## src/rtl/capture_pkg.sv

```systemverilog
// capture_pkg: shared types and constants for the out_capture response buffer.
//   cap_state_t : FSM state encoding (IDLE, CAPTURE, DONE)
//   ERR_W       : width of the mismatch counter
//   ERR_MAX     : saturation value of the mismatch counter
package capture_pkg;

    typedef enum logic [1:0] {
        IDLE    = 2'd0,
        CAPTURE = 2'd1,
        DONE    = 2'd2
    } cap_state_t;

    localparam int               ERR_W   = 16;
    localparam logic [ERR_W-1:0] ERR_MAX = 16'hFFFF;

endpackage

```

## src/rtl/capture_mem.sv

```systemverilog
// capture_mem: DEPTH x WIDTH register array, one write port, one registered
// read port. Array contents are not reset; only the read register is.
//   clk    in            clock
//   reset  in            synchronous active-low reset (clears rdata)
//   we     in            write enable
//   waddr  in  AW        write address
//   wdata  in  WIDTH     write data
//   re     in            read enable
//   raddr  in  AW        read address
//   rdata  out WIDTH     registered read data
module capture_mem #(
    parameter int WIDTH = 32,
    parameter int DEPTH = 16,
    parameter int AW    = $clog2(DEPTH)
) (
    input  logic             clk,
    input  logic             reset,
    input  logic             we,
    input  logic [AW-1:0]    waddr,
    input  logic [WIDTH-1:0] wdata,
    input  logic             re,
    input  logic [AW-1:0]    raddr,
    output logic [WIDTH-1:0] rdata
);

    logic [WIDTH-1:0] r_mem [DEPTH];
    logic [WIDTH-1:0] r_rdata;

    always_ff @(posedge clk) begin
        if (we) begin
            r_mem[waddr] <= wdata;
        end
    end

    always_ff @(posedge clk) begin
        if (!reset) begin
            r_rdata <= '0;
        end else if (re) begin
            r_rdata <= r_mem[raddr];
        end
    end

    assign rdata = r_rdata;

endmodule

```

## src/rtl/out_capture.sv

```systemverilog
// out_capture: records a datapath unit's output words, one entry per accepted
// strobe, and replays them sequentially (wrapping) once capture is finished.
// Optional compare of each captured word against an expected word is enabled
// by defining CAPTURE_COMPARE_EN; otherwise errors is held at 0.
//
// Ports:
//   clk          in            clock, rising edge
//   reset        in            synchronous active-low reset
//   start        in            clear buffer/counters, begin capture
//   stop         in            end capture early
//   cap_valid    in            cap_data/cap_expected valid
//   cap_ready    out           capture accepted this cycle when valid
//   cap_data     in  WIDTH     word to record
//   cap_expected in  WIDTH     expected word (compare build only)
//   rd_req       in            request next stored entry
//   rd_valid     out           rd_data holds an entry
//   rd_data      out WIDTH     entry read back
//   count        out CW        entries stored (0..DEPTH)
//   errors       out 16        saturating mismatch count
//   done         out           capture finished, buffer readable
//
// State | meaning
// IDLE    | waiting for start
// CAPTURE | accepting captures until DEPTH entries or stop
// DONE    | buffer frozen, rd_req replays entries
module out_capture
    import capture_pkg::*;
#(
    parameter int WIDTH = 32,
    parameter int DEPTH = 16,
    parameter int AW    = $clog2(DEPTH),
    parameter int CW    = $clog2(DEPTH) + 1
) (
    input  logic             clk,
    input  logic             reset,
    input  logic             start,
    input  logic             stop,
    input  logic             cap_valid,
    output logic             cap_ready,
    input  logic [WIDTH-1:0] cap_data,
    input  logic [WIDTH-1:0] cap_expected,
    input  logic             rd_req,
    output logic             rd_valid,
    output logic [WIDTH-1:0] rd_data,
    output logic [CW-1:0]    count,
    output logic [ERR_W-1:0] errors,
    output logic             done
);

    cap_state_t       r_state;
    logic             r_cap_ready;
    logic             r_done;
    logic             r_rd_valid;
    logic [CW-1:0]    r_count;
    logic [ERR_W-1:0] r_errors;
    logic [AW-1:0]    r_wr_ptr;
    logic [AW-1:0]    r_rd_ptr;

    logic             w_wr_en;
    logic             w_rd_fire;
    logic             w_mismatch;

    // start and reset both pre-empt any write or read in the same cycle.
    assign w_wr_en   = reset && !start && (r_state == CAPTURE) && cap_valid;
    assign w_rd_fire = reset && !start && (r_state == DONE) && rd_req
                       && (r_count != '0);

`ifdef CAPTURE_COMPARE_EN
    // 4-state inequality so X/Z on either side counts as a mismatch.
    assign w_mismatch = (cap_data !== cap_expected);
`else
    logic w_unused_expected;
    assign w_unused_expected = ^cap_expected;
    assign w_mismatch        = 1'b0;
`endif

    always_ff @(posedge clk) begin
        if (!reset) begin
            r_state     <= IDLE;
            r_cap_ready <= 1'b0;
            r_done      <= 1'b0;
            r_rd_valid  <= 1'b0;
            r_count     <= '0;
            r_errors    <= '0;
            r_wr_ptr    <= '0;
            r_rd_ptr    <= '0;
        end else if (start) begin
            r_state     <= CAPTURE;
            r_cap_ready <= 1'b1;
            r_done      <= 1'b0;
            r_rd_valid  <= 1'b0;
            r_count     <= '0;
            r_errors    <= '0;
            r_wr_ptr    <= '0;
            r_rd_ptr    <= '0;
        end else begin
            r_rd_valid <= w_rd_fire;
            case (r_state)
                IDLE: begin
                    r_cap_ready <= 1'b0;
                    r_done      <= 1'b0;
                end
                CAPTURE: begin
                    if (cap_valid) begin
                        r_wr_ptr <= r_wr_ptr + AW'(1);
                        r_count  <= r_count + CW'(1);
                        if (w_mismatch && (r_errors != ERR_MAX)) begin
                            r_errors <= r_errors + ERR_W'(1);
                        end
                    end
                    // Full means this accept is entry DEPTH; stop with an
                    // accept still stores the entry first.
                    if ((cap_valid && (r_count == CW'(DEPTH - 1))) || stop) begin
                        r_state     <= DONE;
                        r_cap_ready <= 1'b0;
                        r_done      <= 1'b1;
                    end
                end
                DONE: begin
                    if (w_rd_fire) begin
                        if ({1'b0, r_rd_ptr} == (r_count - CW'(1))) begin
                            r_rd_ptr <= '0;
                        end else begin
                            r_rd_ptr <= r_rd_ptr + AW'(1);
                        end
                    end
                end
                default: begin
                    r_state     <= IDLE;
                    r_cap_ready <= 1'b0;
                    r_done      <= 1'b0;
                end
            endcase
        end
    end

    capture_mem #(
        .WIDTH (WIDTH),
        .DEPTH (DEPTH),
        .AW    (AW)
    ) u_mem (
        .clk   (clk),
        .reset (reset),
        .we    (w_wr_en),
        .waddr (r_wr_ptr),
        .wdata (cap_data),
        .re    (w_rd_fire),
        .raddr (r_rd_ptr),
        .rdata (rd_data)
    );

    assign cap_ready = r_cap_ready;
    assign rd_valid  = r_rd_valid;
    assign count     = r_count;
    assign errors    = r_errors;
    assign done      = r_done;

endmodule
```

## config.mk

```make
export PLATFORM = sky130hd
export DESIGN_NAME = out_capture
export DESIGN_NICKNAME = d
export VERILOG_FILES = /design/src/rtl/capture_pkg.sv /design/src/rtl/capture_mem.sv /design/src/rtl/out_capture.sv
export SDC_FILE = /design/constraint.sdc
export NUM_CORES = 1
export LEC_CHECK = 0
export BUFFER_PORTS_ARGS = -buffer_cell sky130_fd_sc_hd__buf_2
export CORE_MARGIN = 2
export CORE_UTILIZATION = 45
export CTS_BUF_LIST = sky130_fd_sc_hd__clkbuf_2 sky130_fd_sc_hd__clkbuf_4 sky130_fd_sc_hd__clkbuf_8
export DETAILED_ROUTE_END_ITERATION = 8
export GPL_TIMING_DRIVEN = 0
export MAX_ROUTING_LAYER = met4
export PLACE_DENSITY_LB_ADDON = 0.3
export SLEW_MARGIN = 40
export SYNTH_ARGS = -nofsm -noshare
export SYNTH_HDL_FRONTEND = slang
export SYNTH_SLANG_ARGS = --single-unit
```

## constraint.sdc

```tcl
create_clock -name clk -period 8.56 [get_ports clk]
set_clock_uncertainty 0.1 [all_clocks]
set_input_delay 1.284 -clock clk [delete_from_list [all_inputs] [get_ports clk]]
set_output_delay 1.284 -clock clk [all_outputs]
set_load 0.05 [all_outputs]
```

==> impl_metrics.tcl, run 1 <==
set metrics [dict create \
    rows 80 \
    powerDensity_nw_per_um2 214 \
    max_stage_delay_ns 0.42 \
    clock-sinks 562 \
    dpl.hpwl_um 30600 \
    grt_setup_unrepaired "no" \
    fin_nets 1313 \
    ys_ff_latch 562 \
    wl_um 46100 \
    timing.hold.ws_ns 0.393 \
    syn_to_final_growth_pct 18.4 \
    hold_class "reg2reg" \
    antenna_found_initial 1 \
    clkSlewWorstSetupHoldPaths_ns 0.06 \
    crit_arrival_ns 3.60 \
    end_kind "register" \
    die_h_um 224 \
    start_util_pct 45.6 \
    grt_pass1_wl_um 68300 \
    multiInputGateArea_sq_um 4960 \
    post_drt_wl_per_cell_um 23.9 \
    insertion_delay_ns 0.64 \
    slew_headroom_pct 43.9 \
    synth.distinct_cells 39 \
    yosysWarnings 0 \
    cts_root_buf "clkbuf_8" \
    irDropWorstVdd_mv 0.104 \
    worst_pin_slew_ns 0.842 \
    fin_crit_ns 3.37 \
    required_ns 8.79 \
    cap_violations 0 \
    total_power_uw 5500 \
    place_area_sq_um 23800 \
    core-area_sq_um 47600 \
    cts_setup_buffers 0 \
    ant_nets 0 \
    drv_slew 0 \
    overflow 0 \
    syn_avg_cell_area_sq_um 21.7 \
    synth_cells 1003 \
    cts_buffer_depth 3 \
    tns_ns 0 \
    die_x_um 224 \
    portBuffers 77 \
    first_pass_iters 5 \
    seqCellArea_sq_um 16400 \
    grt_use_total_pct 19.3 \
    drc 0 \
    outcome "completed" \
    vias_per_cell 5.41 \
    vias 10400 \
    grt_pass1_vias 10900 \
    nFillCells 3672 \
    gp_congestion 0.742 \
    start_kind "input pin" \
    cts_tree "built" \
    synth_edf_count 512 \
    path_class "in2reg" \
    synth_area_sq_um 21700 \
    yosysSeqAreaShare_pct 75.4 \
    cpMaxStageDelayCell "nor3_2" \
    critPathMaxFanout 8 \
    hold_viol 0 \
    p_leak_uw 0.00830 \
    io_pins 126 \
    fin_crit_sh_pct 39.4 \
    htree_num_levels 3 \
    path_cells "buf_2 > nand2b_1 > buf_2 > nor2_1 > nand2_1 > nor3_2 > buf_2 > buf_4 > buf_4 > buf_2" \
    dieArea_sq_um 50000 \
    cts_made_buffers 90 \
    fmax_mhz 296 \
    hold_buffers 0 \
    setup_viol 0 \
    cp_common_cell "buf_2" \
    drive_gt1_share_pct 41.5 \
    ys.flop_type "edfxtp_1" \
    grt_start_max_net_pins 17 \
    cts_resized 0 \
    ys_async_sr_fraction_pct 0 \
    first_iter_violations 768 \
    final_cell_area_sq_um 25700 \
]
==> cell type report <==
| class | count | area share [%] |
|---|---|---|
| Inverter | 7 | 0.102 |
| Antenna cell | 1 | 0.00973 |
| Clock inverter | 36 | 1.18 |
| Tap cell | 615 | 2.99 |
| Timing Repair Buffer | 125 | 4.33 |
| Sequential cell | 562 | 63.7 |
| Buffer | 70 | 2.06 |
| Multi-Input combinational cell | 379 | 19.3 |
| Clock buffer | 133 | 6.34 |
==> worst max-delay path, delay by kind of cell <==
| kind | cells | cell delay, ns |
|---|---|---|
| simple gates | 4 | 1.10 |
| buf+inv | 6 | 1.19 |
==> sequential cells by signal (all words and copies together) (netlist names) <==
name         count
r_rd_ptr         4
u_mem.rdata     32
cap_ready        1
count            5
u_mem.r_mem    512
r_state          2
rd_valid         1
done             1
r_wr_ptr         4
==> final timing paths <==
kind	from	to	slack [ns]	cells after the start
max	start	u_mem.r_mem[2][11]	5.19	10
min	u_mem.rdata[31]	u_mem.rdata[31]	0.39	2
max reg2reg	r_state[0]	u_mem.r_mem[2][11]	5.37	9
min reg2reg	u_mem.rdata[31]	u_mem.rdata[31]	0.39	2
==> cell usage in the layout, fill, tap and decap left out, drive strengths merged <==
| cell | instances |
|---|---|
| conb | 16 |
| nor4b | 1 |
| a22oi | 32 |
| mux2i | 33 |
| nand3 | 1 |
| nor3 | 10 |
| or3 | 1 |
| or2 | 1 |
| buf | 179 |
| o21ai | 35 |
| and3 | 2 |
| clkbuf | 149 |
| a21oi | 9 |
| xor2 | 6 |
| ha | 8 |
| and2 | 2 |
| nand2 | 19 |
| diode | 1 |
| clkinv | 24 |
| dfxtp | 50 |
| nor2 | 20 |
| a211oi | 1 |
| xnor2 | 7 |
| nand4 | 4 |
| clkinvlp | 5 |
| bufinv | 5 |
| nand2b | 5 |
| or4b | 1 |
| nor2b | 5 |
| inv | 9 |
| edfxtp | 512 |
| mux4 | 128 |
| mux2 | 32 |
==> synth_stat cells (8+ instances only) <==
master | number | share of area, %
buf_4 | 23 | 0.79
nor3_1 | 10 | 0.23
mux2i_1 | 33 | 1.5
ha_1 | 8 | 0.46
a21oi_1 | 9 | 0.21
clkbuf_1 | 14 | 0.24
nor2_1 | 20 | 0.35
buf_2 | 12 | 0.28
o21ai_1 | 31 | 0.71
dfxtp_1 | 50 | 4.6
a22oi_2 | 30 | 1.7
edfxtp_1 | 512 | 71
buf_6 | 8 | 0.41
nand2_1 | 19 | 0.33
mux2_2 | 32 | 1.7
mux4_2 | 128 | 13
==> report_power, final <==
part,internal [uW],switching (uW),leakage (uW)
clock,1380,1040,0.00101
sequential,2990,1.77,0.00500
combinational,22.4,67.4,0.00228
total,4390,1110,0.00830
==> per-stage QoR <==
step / instances / util, % / worst slack, ns
after floorplan: 1018 / - / 3.90
after global placement: 1710 / 48.1 / 1.29
after detailed placement: 1758 / 49.9 / 4.58
after CTS: 1927 / 54.0 / 5.26
after global routing: 1928 / 54.0 / 5.07
final: 1928 / 54.0 / 5.19
==> routing by layer <==
layer | part of all wire, % | global-route usage (%) | up-vias
met5 | 0 | - | -
met4 | 2.2 | 5.98 | 0
met3 | 4.5 | 3.66 | 75
met2 | 50 | 31.0 | 264
met1 | 44 | 25.2 | 5492
li1 | - | - | 4590
==> logic make-up (layout without fill, tap and decap cells) <==
family,after synthesis,after routing,synth area share [%]
DFF,562,562,75.4
muxes,193,193,16.5
AOI/OAI and AO/OA,77,77,2.86
buffers and inverters,77,371,2.53
and+or+nand+nor,72,72,1.76
xor gates and xnor gates,13,13,0.524
adders and majority gates,8,8,0.461
other,1,17,0.0173
No activity file was read; power rests on OpenSTA's default activity.
==> run 2: changes to the inputs <==
Clock period 8.56 ns to 3.4 ns, I/O delays scaled along.
==> impl_metrics.tcl, run 2 (synthesis results as in run 1) <==
set metrics [dict create \
    outcome "completed" \
    die_x_um 224 \
    fin_crit_sh_pct 83.5 \
    drc 0 \
    io_pins 126 \
    worst_slack_ns 0.562 \
    clock-sinks 562 \
    powerDensity_nw_per_um2 531 \
    vias_per_cell 5.40 \
    syn_to_final_growth_pct 18.0 \
    overflow 0 \
    dpl.hpwl_um 30300 \
    portBuffers 77 \
    p_leak_uw 0.00820 \
    dieArea_sq_um 50000 \
    core-area_sq_um 47600 \
    htree_num_levels 3 \
    grt_setup_unrepaired "no" \
    cts_resized 0 \
    gp_congestion 0.720 \
    cts_root_buf "clkbuf_8" \
    critPathMaxFanout 9 \
    top_register "u_mem.r_mem" \
    vias 10300 \
    total_power_uw 13600 \
    multiInputGateArea_sq_um 4990 \
    fin_nets 1299 \
    die_h_um 224 \
    drive_gt1_share_pct 41.0 \
    nFillCells 3645 \
    fmax_mhz 352 \
    grt_start_max_net_pins 17 \
    start_util_pct 45.6 \
    hold_viol 0 \
    cts_buffer_depth 3 \
    cts_tree "built" \
    grt_pass1_wl_um 68100 \
    hold_class "in2reg" \
    grt_use_total_pct 19.2 \
    slew_headroom_pct 42.4 \
    first_pass_iters 5 \
    hold_buffers 0 \
    largest_register_ff_count 512 \
    drv_slew 0 \
    start_kind "register" \
    cts_setup_buffers 0 \
    pre_cts_slack_ns 0.458 \
    dp.cells 1746 \
    path_class "reg2reg" \
    crit_arrival_ns 3.08 \
    cap_violations 0 \
    cts_made_buffers 87 \
    fin_crit_ns 2.84 \
    stdcell_count 1909 \
    first_iter_violations 693 \
    required_ns 3.64 \
    ant_nets 0 \
    tns_ns 0 \
    rows 80 \
    post_drt_wl_per_cell_um 23.8 \
    insertion_delay_ns 0.64 \
    layout_commonest_cell "edfxtp_1" \
    setup_viol 0 \
    clkSlewWorstSetupHoldPaths_ns 0.06 \
    antenna_found_initial 1 \
    grt_pass1_vias 10700 \
    worst_pin_slew_ns 0.864 \
    seqCellArea_sq_um 16400 \
    irDropWorstVdd_mv 0.241 \
    post-route-util_pct 53.8 \
    end_kind "register" \
    wl_um 45500 \
    mostFrequentLayoutCells "edfxtp_1, mux4_2, clkbuf_8" \
]
==> run 2: final timing paths <==
path | start | end | slack, ns | cells after the start
worst max-delay path | r_state[0] | u_mem.r_mem[3][4] | 0.56 | 7
worst min-delay path | reset | cap_ready | 0.05 | 2
worst max register to register | r_state[0] | u_mem.r_mem[3][4] | 0.56 | 7
worst min register to register | done | done | 0.38 | 2
==> run 2: report_power, final <==
group	internal, uW	switching [uW]	total [uW]	leakage [uW]
combinational	56.0	171	227	0.00222
clock	3310	2540	5850	0.000982
sequential	7540	4.19	7540	0.00500
total	10900	2720	13600	0.00820
==> run 2: per-layer routing <==
| metal | global-route usage, % | vias up | wire length [um] |
|---|---|---|---|
| li1 | - | 4553 | - |
| met1 | 24.9 | 5408 | 19500 |
| met2 | 31.0 | 276 | 22800 |
| met3 | 3.83 | 68 | 2330 |
| met4 | 5.74 | 0 | 892 |
| met5 | - | - | 0 |
==> run 2: critical path, cell delays in order (launching register included) <==
cell	delay [ns]
dfxtp_1	0.34
nor2b_1	0.33
nand2_1	0.21
nor2_1	0.25
nand2_1	0.31
nor3_4	0.57
buf_6	0.25
buf_6	0.17
==> run 2: cell type report <==
type / count / area share [%]
clock buffers: 136 / 6.42
flip-flops and latches: 562 / 63.9
well taps: 615 / 3.00
inverters: 7 / 0.103
clock inverters: 25 / 0.747
plain buffers: 70 / 2.06
diodes: 1 / 0.00976
repair buffers: 114 / 4.31
multi-input cells: 379 / 19.5
==> run 2: per-stage QoR <==
step,hold WS [ns],area (sq um)
after CTS,0.00639,25600
after detailed placement,0.379,23800
final,0.0460,25600
after global placement,0.366,23000
after floorplan,0.378,21800
after global routing,0.0380,25600
==> run 3: changes to the inputs <==
Clock period 3.4 ns to 2.8 ns, I/O delays scaled along.
==> impl_metrics.tcl, run 3 (synthesis results as in run 1) <==
set metrics [dict create \
    hold_depth 1 \
    cp_common_cell "clkbuf_1" \
    dpl.hpwl_um 30300 \
    rrSetupSlack_ns 0.08 \
    nFillCells 3638 \
    syn_to_final_growth_pct 18.6 \
    end_kind "register" \
    fin_crit_sh_pct 97.2 \
    grt_use_total_pct 19.4 \
    worst_slack_ns 0.0772 \
    fin_crit_ns 2.72 \
    insertion_delay_ns 0.64 \
    io_pins 126 \
    die_h_um 224 \
    tns_ns 0 \
    hold_viol 0 \
    stdcell_count 1923 \
    first_iter_violations 735 \
    drc 0 \
    fin_nets 1313 \
    gp_congestion 0.720 \
    die_x_um 224 \
    dieArea_sq_um 50000 \
    layout_commonest_cell "edfxtp_1" \
    cts_root_buf "clkbuf_8" \
    path_cells "clkbuf_1 > buf_2 > clkbuf_1 > mux4_2 > mux2i_1 > o21ai_1" \
    portBuffers 77 \
    grtUsageMet1_pct 25.0 \
    hold_class "in2reg" \
    core-area_sq_um 47600 \
    start_util_pct 45.6 \
    cts_made_buffers 87 \
    crit_arrival_ns 3.12 \
    cpMaxStageDelayCell "clkbuf_1" \
    p_leak_uw 0.00828 \
    slew_headroom_pct 43.0 \
    holdPathEnd "u_mem.r_mem[0][13]" \
    post-route-util_pct 54.1 \
    cts_tree "built" \
    irDropWorstVdd_mv 0.292 \
    grt_pass1_vias 10800 \
    fmax_mhz 367 \
    top_usage_layer "met2" \
    wl_um 45800 \
    powerDensity_nw_per_um2 642 \
    use_met2_pct 31.3 \
    ant_nets 0 \
    drive_gt1_share_pct 41.4 \
    timing.hold.ws_ns 0.0586 \
    overflow 0 \
    reg2reg_to "u_mem.rdata[5]" \
    cap_violations 0 \
    antenna_found_initial 1 \
    htree_num_levels 3 \
    setup_viol 0 \
    mostFrequentLayoutCells "edfxtp_1, mux4_2, clkbuf_8" \
    vias_per_cell 5.41 \
    r2r-start "r_rd_ptr[1]" \
    grt_pass1_wl_um 68600 \
    max_stage_delay_ns 0.67 \
    start_kind "register" \
    clock-sinks 562 \
    reg2regPathDepth 6 \
    path_class "reg2reg" \
    dp.cells 1746 \
    worst_pin_slew_ns 0.856 \
    top_register "u_mem.r_mem" \
    globalRouteMet3Util_pct 3.97 \
    outcome "completed" \
    hold_start "cap_data[13]" \
    first_pass_iters 5 \
    clkSlewWorstSetupHoldPaths_ns 0.06 \
    pre_cts_slack_ns -0.0520 \
    cts_buffer_depth 3 \
    grt_start_max_net_pins 17 \
    grt_setup_unrepaired "no" \
    drv_slew 0 \
    critPathMaxFanout 10 \
    vias 10400 \
    post_drt_wl_per_cell_um 23.8 \
    largest_register_ff_count 512 \
    required_ns 3.20 \
    rows 80 \
]
## run 3: changes by cell type in the layout (fill, tap and decap cells not counted), sizes merged
| cell | before | now |
|---|---|---|
| buf | 167 | 177 |
| dlygate4sd3 | 0 | 4 |
## run 3: how the worst max path moves through the flow
stage,slack [ns],cells after the start,startpoint,endpoint
3_5_place_dp,-0.05,8,start,u_mem.r_mem[3][12]
3_3_place_gp,-1.95,6,start,u_mem.r_mem[7][6]
4_1_cts,0.07,6,r_rd_ptr[1],u_mem.rdata[5]
2_1_floorplan,-0.16,5,r_state[0],u_mem.r_mem[14][0]
5_1_grt,0.02,6,r_rd_ptr[1],u_mem.rdata[30]
6_report,0.08,6,r_rd_ptr[1],u_mem.rdata[5]
## run 3: cell type report
| cell class | count | area, sq um | share of cell area (%) |
|---|---|---|---|
| diodes | 1 | 2.50 | 0.00971 |
| plain buffers | 70 | 529 | 2.05 |
| clock buffers | 136 | 1650 | 6.39 |
| clock inverters | 25 | 191 | 0.743 |
| inverters | 7 | 26.3 | 0.102 |
| multi-input cells | 379 | 4990 | 19.4 |
| flip-flops and latches | 562 | 16400 | 63.6 |
| well taps | 615 | 769 | 2.99 |
| repair buffers | 128 | 1230 | 4.79 |
## run 3: critical path: cells and delay by family (launching register included)
| family | cells | cell delay, ns |
|---|---|---|
| compound gates | 1 | 0.08 |
| buf+inv | 3 | 1.40 |
| flops | 1 | 0.33 |
| mux | 2 | 0.66 |
## run 3: where the power goes
| group | total, uW | internal [uW] | switching [uW] |
|---|---|---|---|
| clock | 7100 | 4010 | 3090 |
| sequential | 9160 | 9150 | 5.14 |
| combinational | 281 | 72.6 | 208 |
| total | 16500 | 13200 | 3300 |
## run 3: per-layer routing
| metal | up-vias | part of all wire (%) |
|---|---|---|
| met5 | - | 0 |
| met4 | 0 | 1.8 |
| met3 | 61 | 5.5 |
| met2 | 292 | 50 |
| met1 | 5486 | 42 |
| li1 | 4572 | - |
## run 3: stage by stage
stage / total power (uW) / cell area, sq um
after floorplan: 9470 / 21800
after global placement: 9590 / 23000
after detailed placement: 9610 / 23800
after CTS: 16700 / 25700
after global routing: 17100 / 25800
final: 16500 / 25800
## run 3: repair_timing
action | in CTS | in global routing
setup endpoints to repair | 25 | 232
hold buffers | 4 | 0
setup buffers | 10 | 0
pin swaps | 4 | 0
cloned | 0 | 0
endpoints found under the hold margin | 3 | 0
gates resized for setup | 0 | 1
